===== config.mk =====
export PLATFORM = sky130hd
export DESIGN_NAME = sync_framer
export DESIGN_NICKNAME = d
export VERILOG_FILES = /design/src/rtl/sync_framer.sv
export SDC_FILE = /design/constraint.sdc
export NUM_CORES = 1
export LEC_CHECK = 0
export ABC_AREA = 0
export ABC_CLOCK_PERIOD_IN_PS = 1850
export CORE_ASPECT_RATIO = 1.5
export CORE_MARGIN = 10
export CORE_UTILIZATION = 45
export DETAILED_ROUTE_END_ITERATION = 10
export HOLD_SLACK_MARGIN = 0.1
export PLACE_DENSITY = 0.75
export SKIP_LAST_GASP = 1
export SYNTH_ARGS = -nofsm -noshare
export SYNTH_HDL_FRONTEND = slang
export SYNTH_SLANG_ARGS = --single-unit

===== constraint.sdc =====
create_clock -name i_clk -period 1.85 [get_ports i_clk]
set_input_delay 0.2775 -clock i_clk [delete_from_list [all_inputs] [get_ports i_clk]]
set_output_delay 0.2775 -clock i_clk [all_outputs]
set_load 0.005 [all_outputs]

===== src/rtl/sync_framer.sv =====
// sync_framer: transmit-side byte framer. Each frame is the 4-byte sync
// word (MSB byte first) followed by PAYLOAD_LEN payload bytes taken from
// the upstream valid/ready source. The output is a single register stage
// with valid/ready backpressure. o_dbg_state exposes the FSM state.
//
// Handshake rules on both sides: a byte moves on a clock edge where
// valid && ready are both high. A valid output byte and its flags stay
// unchanged until it is taken. o_ready never depends on i_valid.
module sync_framer #(
   parameter logic [31:0] SYNC_WORD   = 32'hABCD1234,
   parameter int          PAYLOAD_LEN = 16
) (
   input  logic       i_clk,
   input  logic       i_rst_n,
   input  logic       i_enable,
   input  logic [7:0] i_data,
   input  logic       i_valid,
   output logic       o_ready,
   output logic [7:0] o_data,
   output logic       o_valid,
   input  logic       i_ready,
   output logic       o_sof,
   output logic       o_last,
   output logic       o_busy,
   output logic [1:0] o_dbg_state
);

   localparam int                CNT_W    = $clog2(PAYLOAD_LEN + 1);
   localparam logic [CNT_W-1:0] LAST_CNT = CNT_W'(PAYLOAD_LEN - 1);

   typedef enum logic [1:0] {
      ST_IDLE    = 2'd0,
      ST_SYNC    = 2'd1,
      ST_PAYLOAD = 2'd2
   } state_t;

   state_t           state_q, state_d;
   logic [1:0]       idx_q, idx_d;
   logic [CNT_W-1:0] cnt_q, cnt_d;
   logic [7:0]       data_q, data_d;
   logic             valid_q, valid_d;
   logic             sof_q, sof_d;
   logic             last_q, last_d;

   logic             out_free;
   logic [7:0]       sync_byte;

   // The output register can take a new byte when empty or being drained.
   assign out_free = !valid_q || i_ready;

   assign o_ready     = (state_q == ST_PAYLOAD) && out_free;
   assign o_data      = data_q;
   assign o_valid     = valid_q;
   assign o_sof       = sof_q;
   assign o_last      = last_q;
   assign o_busy      = (state_q != ST_IDLE);
   assign o_dbg_state = state_q;

   // Select the sync byte for the current index, MSB byte first.
   always_comb begin
      sync_byte = SYNC_WORD[7:0];
      case (idx_q)
         2'd0:    sync_byte = SYNC_WORD[31:24];
         2'd1:    sync_byte = SYNC_WORD[23:16];
         2'd2:    sync_byte = SYNC_WORD[15:8];
         default: sync_byte = SYNC_WORD[7:0];
      endcase
   end

   // Next-state and output-register load logic.
   always_comb begin
      state_d = state_q;
      idx_d   = idx_q;
      cnt_d   = cnt_q;
      data_d  = data_q;
      valid_d = valid_q;
      sof_d   = sof_q;
      last_d  = last_q;

      // A consumed byte empties the register unless something reloads it below.
      if (valid_q && i_ready) begin
         valid_d = 1'b0;
      end

      case (state_q)
         ST_IDLE: begin
            // i_valid only signals pending payload; nothing is consumed here.
            if (i_enable && i_valid && out_free) begin
               data_d  = SYNC_WORD[31:24];
               valid_d = 1'b1;
               sof_d   = 1'b1;
               last_d  = 1'b0;
               idx_d   = 2'd1;
               state_d = ST_SYNC;
            end
         end

         ST_SYNC: begin
            if (out_free) begin
               data_d  = sync_byte;
               valid_d = 1'b1;
               sof_d   = 1'b0;
               last_d  = 1'b0;
               if (idx_q == 2'd3) begin
                  idx_d   = 2'd0;
                  cnt_d   = '0;
                  state_d = ST_PAYLOAD;
               end else begin
                  idx_d = idx_q + 2'd1;
               end
            end
         end

         ST_PAYLOAD: begin
            // Accepting a byte and loading it into the output happen together.
            if (i_valid && out_free) begin
               data_d  = i_data;
               valid_d = 1'b1;
               sof_d   = 1'b0;
               if (cnt_q == LAST_CNT) begin
                  last_d  = 1'b1;
                  cnt_d   = '0;
                  state_d = ST_IDLE;
               end else begin
                  last_d = 1'b0;
                  cnt_d  = cnt_q + CNT_W'(1);
               end
            end
         end

         default: begin
            state_d = ST_IDLE;
         end
      endcase
   end

   // FSM state, counters and output register; reset abandons any partial frame.
   always_ff @(posedge i_clk or negedge i_rst_n) begin
      if (!i_rst_n) begin
         state_q <= ST_IDLE;
         idx_q   <= 2'd0;
         cnt_q   <= '0;
         data_q  <= 8'h00;
         valid_q <= 1'b0;
         sof_q   <= 1'b0;
         last_q  <= 1'b0;
      end else begin
         state_q <= state_d;
         idx_q   <= idx_d;
         cnt_q   <= cnt_d;
         data_q  <= data_d;
         valid_q <= valid_d;
         sof_q   <= sof_d;
         last_q  <= last_d;
      end
   end

endmodule


# Word level (Yosys, flattened, before mapping)
# Cells that the tools add are included.
[word_totals]
reg_bits = 20
in_bits = 13
output_inout_bits = 15
[classes]
add_sub_neg = 2
eq_ne = 11
muxes = 32
reduce_logical = 17
[ops]
columns = ["op", "n"]
rows = [
  ["8-bit case mux with 3 select lines", 2],
  ["8-bit two-way mux", 3],
  ["5-bit two-way mux", 4],
  ["2-bit two-way mux", 7],
  ["1-bit two-way mux", 10],
  ["5-bit case mux with 2 select lines", 1],
  ["1-bit case mux with 3 select lines", 3],
  ["4-bit AND reduction", 2],
  ["2-bit equality test (second input constant)", 3],
  ["2-bit != test (second input constant)", 3],
  ["2-bit case mux with 3 select lines", 1],
  ["2-bit nonzero test", 3],
  ["5-bit by 1-bit adder with 5-bit output (second input constant)", 1],
  ["5-bit by 4-bit equality test with 1-bit output (second input constant)", 1],
  ["1-bit logical AND", 5],
  ["5-bit AND reduction", 1],
  ["2-bit by 1-bit equality test with 1-bit output (second input constant)", 2],
  ["2-bit zero test", 2],
  ["2-bit by 1-bit != test with 1-bit output (second input constant)", 2],
  ["2-bit case mux with 2 select lines", 1],
  ["3-bit AND reduction", 1],
  ["3-bit nonzero test", 1],
  ["2-bit by 1-bit adder with 2-bit output (second input constant)", 1],
  ["1-bit zero test", 1],
  ["1-bit logical OR", 1],
]

# Logic depth before layout (Yosys ltp)
# Gate-level depths: netlist (run 1).
[logic_depth]
word_depth = 5
mapped_depth = 7
ltp_nobuf = 6

# Worst setup path before layout (run 1)
# OpenSTA, ideal clock, no wires.
[synth_timing]
kind = "flip-flop to flip-flop"
from = "reg state_q[0], in the netlist o_dbg_state[0]"
to = "reg state_q[0], in the netlist o_dbg_state[0]"
t_arrival_ns = 1.627
setup_slack_ns = 0.095
stages_incl_launch_ff = 8
n_path_buf = 1
synth_period_minus_slack_ns = 1.755
cell_sequence = "dfrtp_1 > inv_1 > ha_1 > buf_2 > nor2_1 > a32oi_4 > nor3_1 > mux2_1"
[synth_between]
elab_chain_len = 3
word_cells_on_any_way = 10
cone_classes = "eq/ne (7); mux (1); reduce/logical (2)"
[synth_lines]
columns = ["item", "line_no", "source"]
rows = [
  ["from (decl)", "37", "state_t state_q, state_d;"],
  ["from (signal assigned)", "148", "state_q <= state_d;"],
  ["2-bit by 1-bit equality test with 1-bit output, or another cell as far along", "85", "case (state_q)"],
  ["2-bit != test (no line) or 2-bit by 1-bit != test with 1-bit output (tied branches)", "-", ""],
  ["5-bit AND reduction (no line)", "-", ""],
]
# Several ways; a longest one is shown, not always the timed one.
# A chain may end at the register's enable or synchronous reset.

# Final worst setup path (run 1)
[layout_timing]
from = "reg state_q[1], in the netlist o_dbg_state[1]"
to = "out o_busy"
[layout_between]
elab_chain_len = 1
[layout_lines]
columns = ["item", "line_no", "source"]
rows = [
  ["2-bit nonzero test", "56", "assign o_busy = (state_q != ST_IDLE);"],
  ["to (decl)", "24", "output logic o_busy,"],
]
# Every way passes these cells.

==> summary.md, run 1 <==
| Metric | Value |
|---|---|
| Worst slew pin tran | 0.342 ns |
| Tmin final | 1.79 ns |
| Die Ht | 83.0 um |
| Max-slew violations | 0 |
| GP Congestion | 0.832 |
| Reg clk slew, reported paths | between 0.1 and 0.15 ns |
| Vias in the first global route | 1121 |
| Die area | 0.00515 mm^2 |
| Setup violators final | 0 |
| Remaining DRCs | 0 |
| Wire length of the first global-routing pass | 5120 um |
| Slew headroom | 0.771 |
| Final non-filler cell total | 201 |
| Total Wirelength | roughly 3100 um |
| GRT Util Overall | 0.126 |
| Worst skew pair latency | 0.31 ns |
| Initial DRC count | 31 |
| Crit-path max FO | 4 |
| Post-synthesis cell count | 121 |
| MaxCap Viol Count | 0 |
| Post-DP HPWL | 2390 um |
| Longest Clk Path Bufs | 2 |
| Asr flop ratio synth | 1.00 |
| Drt via density | 5.31 |
| CP Capture Type | primary output |
| Tot Pwr | 2.71 mW |
| Ys Warns | 0 |
| FILL cells | 191 |
| Via count | around 1100 |
| Power per cell area | 1600 mW/mm^2 |
| Number of instances in the placed design | 192 |
| Startpoint types | register |
| Wire per inst | 15.3 um |
| Nets | 189 |
| P&R area growth vs syn | 42.5% |
| Drt first pass iters | 4 |
| CTS buffer count | 3 |
| Unrepaired setup endpoints after global routing | true |
| Initial Util | 0.476 |
| Status | completed |
| IO Pins | 28 |
| Count of cell types in the netlist | 36 |
| Max VDD drop | 0.955 mV |
| Mapped cell area | 0.00119 mm^2 |
| Sequential-to-total area share from yosys stat | 0.420 |
| Synthesized area per cell | 9.84 um^2 |
| Crit path kind | register to primary output |
| Final Skew | 0.00135 ns |
| Final hold vios | 0 |
| IO buf count | 27 |
| Num Clock Sinks | 20 |
| Total gr overflow | 0 |
| Clock Tree Root | clkbuf_4 |
| Crit path arrival time | 1.51 ns |
| Final antenna-violating net count | 0 |
| Largest net degree at the start of global routing | 21 |
| Main flop type after synthesis | dfrtp_1 |
| Share of cells above drive strength 1 | 0.212 |
| Final worst path period share | 0.967 |
| HP Class | input pin to async pin |
| Hold_buf cts | 0 |
| Row cnt | 22 |
| Core Area | about 0.0025 mm^2 |
| #FFs+latches synth | 20 |
| Antenna cells | 0 |
| Die Wd | just over 60 um |
| P_leak | 0.743 nW |
| Initial antenna violation count | 0 |
| CTS tree | done |
| Crit path required time | 1.57 ns |
| H-tree levels | 1 |
| Fmax achieved | ~560 MHz |
| Syn nets | 144 |
| Post-synth EDFFs | 0 |
[power by group]
part	internal [mW]	switching (mW)
Sequential	0.579	0.0910
Clock	0.219	0.155
Combinational	0.877	0.791
Total	1.67	1.04
[cells in the mapped netlist, types with 2 or more instances]
| library cell | instances | area, um^2 |
|---|---|---|
| dfrtp_1 | 20 | 500 |
| o21ai_0 | 13 | 65.1 |
| nand2_1 | 11 | 41.3 |
| ha_1 | 10 | 125 |
| inv_1 | 10 | 37.5 |
| nor2_1 | 7 | 26.3 |
| a21oi_1 | 4 | 20.0 |
| a2bb2oi_1 | 3 | 26.3 |
| mux2_2 | 3 | 33.8 |
| nand4_1 | 3 | 18.8 |
| nor3_1 | 3 | 15.0 |
| a22oi_1 | 2 | 15.0 |
| a32o_1 | 2 | 20.0 |
| and3_1 | 2 | 12.5 |
| buf_2 | 2 | 10.0 |
| mux2i_1 | 2 | 20.0 |
| nand2b_1 | 2 | 12.5 |
| nand3_1 | 2 | 10.0 |
| o21a_1 | 2 | 15.0 |
| o22a_1 | 2 | 17.5 |
[cell usage in the layout, fill, tap and decap left out, types with 3 or more instances in the layout]
cell type        instances
a21oi_1                  4
inv_1                    8
mux2_2                   3
clkdlybuf4s50_1         25
nand2_1                 11
buf_4                   17
dfrtp_1                 20
clkbuf_4                 3
o21ai_0                 12
a2bb2oi_1                3
ha_1                     7
nand4_1                  3
nor2_1                   7
[flip-flops by register name (all words and copies together), names as in the netlist]
signal / cells
o_valid: 1
o_sof: 1
idx_q: 2
o_dbg_state: 2
cnt_q: 5
o_data: 8
o_last: 1
[critical path, stage by stage, from the launching register on]
cell           delay, ns
dfrtp_1             0.40
buf_4               0.13
inv_2               0.08
ha_4                0.16
buf_4               0.12
inv_1               0.04
dlygate4sd2_1       0.26
[cell families (layout without fill, tap and decap cells)]
logic type,after synthesis,after routing,synth area share
and+or+nand+nor,38,38,0.169
AOI/OAI and AO/OA,33,33,0.202
DFF,20,20,0.420
buffers and inverters,14,58,0.0494
adders and majority gates,10,10,0.105
muxes,6,6,0.0546
[path summary, 6_finish.rpt]
path,cells after the start,end,startpoint,slack [ns]
min in group i_clk,3,o_data[7],i_data[7],0.50
worst max register to register,7,o_data[0],o_dbg_state[1],0.09
max in group asynchronous,2,o_data[6],i_rst_n,1.35
worst min register to register,1,cnt_q[0],cnt_q[0],0.52
worst max-delay path,6,o_busy,o_dbg_state[1],0.06
worst min-delay path,2,cnt_q[1],i_rst_n,0.29
[per-stage QoR]
| step | setup TNS [ns] | util | setup slack, ns | hold slack [ns] | instance area (um^2) |
|---|---|---|---|---|---|
| after global placement | 0 | 0.629 | 0.0117 | 0.490 | 1580 |
| after CTS | 0 | 0.671 | 0.0420 | 0.308 | 1680 |
| after global routing | -0.0215 | 0.678 | -0.0129 | 0.312 | 1700 |
| after detailed placement | 0 | 0.629 | 0.00390 | 0.496 | 1580 |
| after floorplan | 0 | - | 0.0952 | -0.0181 | 1190 |
| final | 0 | 0.678 | 0.0615 | 0.287 | 1700 |
[per-layer routing]
| metal | vias to the layer above | part of all wire | GRT usage |
|---|---|---|---|
| met4 | 0 | 0.012 | 0.0407 |
| met2 | 26 | 0.55 | 0.218 |
| li1 | 518 | - | - |
| met1 | 518 | 0.39 | 0.141 |
| met3 | 6 | 0.054 | 0.0290 |
| met5 | - | 0 | 0 |
[area by class of cell]
cell class                      count  area [um^2]  share of cell area
Clock buffer                        3         22.5              0.0133
Clock inverter                      1         30.0              0.0177
Inverter                           10         37.5              0.0221
Multi-Input combinational cell     87          667               0.393
Sequential cell                    20          500               0.295
Tap cell                           36         45.0              0.0265
Timing Repair Buffer               44          395               0.233
[timing repair]
| item | in CTS | in global routing |
|---|---|---|
| gates cloned | 0 | 0 |
| resized for setup | 8 | 4 |
| buffers inserted | 4 | 1 |
| endpoints found under the setup margin | 2 | 8 |
| endpoints found under the hold margin | 0 | 0 |
Power figures use the tool's default switching activity.
==> run 2: changes to the inputs <==
--- a/config.mk
+++ b/config.mk
@@ -11,7 +11,7 @@
 export CORE_MARGIN = 10
 export CORE_UTILIZATION = 45
 export DETAILED_ROUTE_END_ITERATION = 10
-export HOLD_SLACK_MARGIN = 0.1
+export HOLD_SLACK_MARGIN = 0.08
 export PLACE_DENSITY = 0.75
 export SKIP_LAST_GASP = 1
 export SYNTH_ARGS = -nofsm -noshare
==> results of run 2 <==
Same layout as run 1: the final DEF is identical, and so are final timing and power.
==> run 3: changes to the inputs <==
--- a/config.mk
+++ b/config.mk
@@ -17,3 +17,4 @@
 export SYNTH_ARGS = -nofsm -noshare
 export SYNTH_HDL_FRONTEND = slang
 export SYNTH_SLANG_ARGS = --single-unit
+export TNS_END_PERCENT = 100
==> results of run 3 <==
Same layout as run 1: the final DEF is identical, and so are final timing and power.
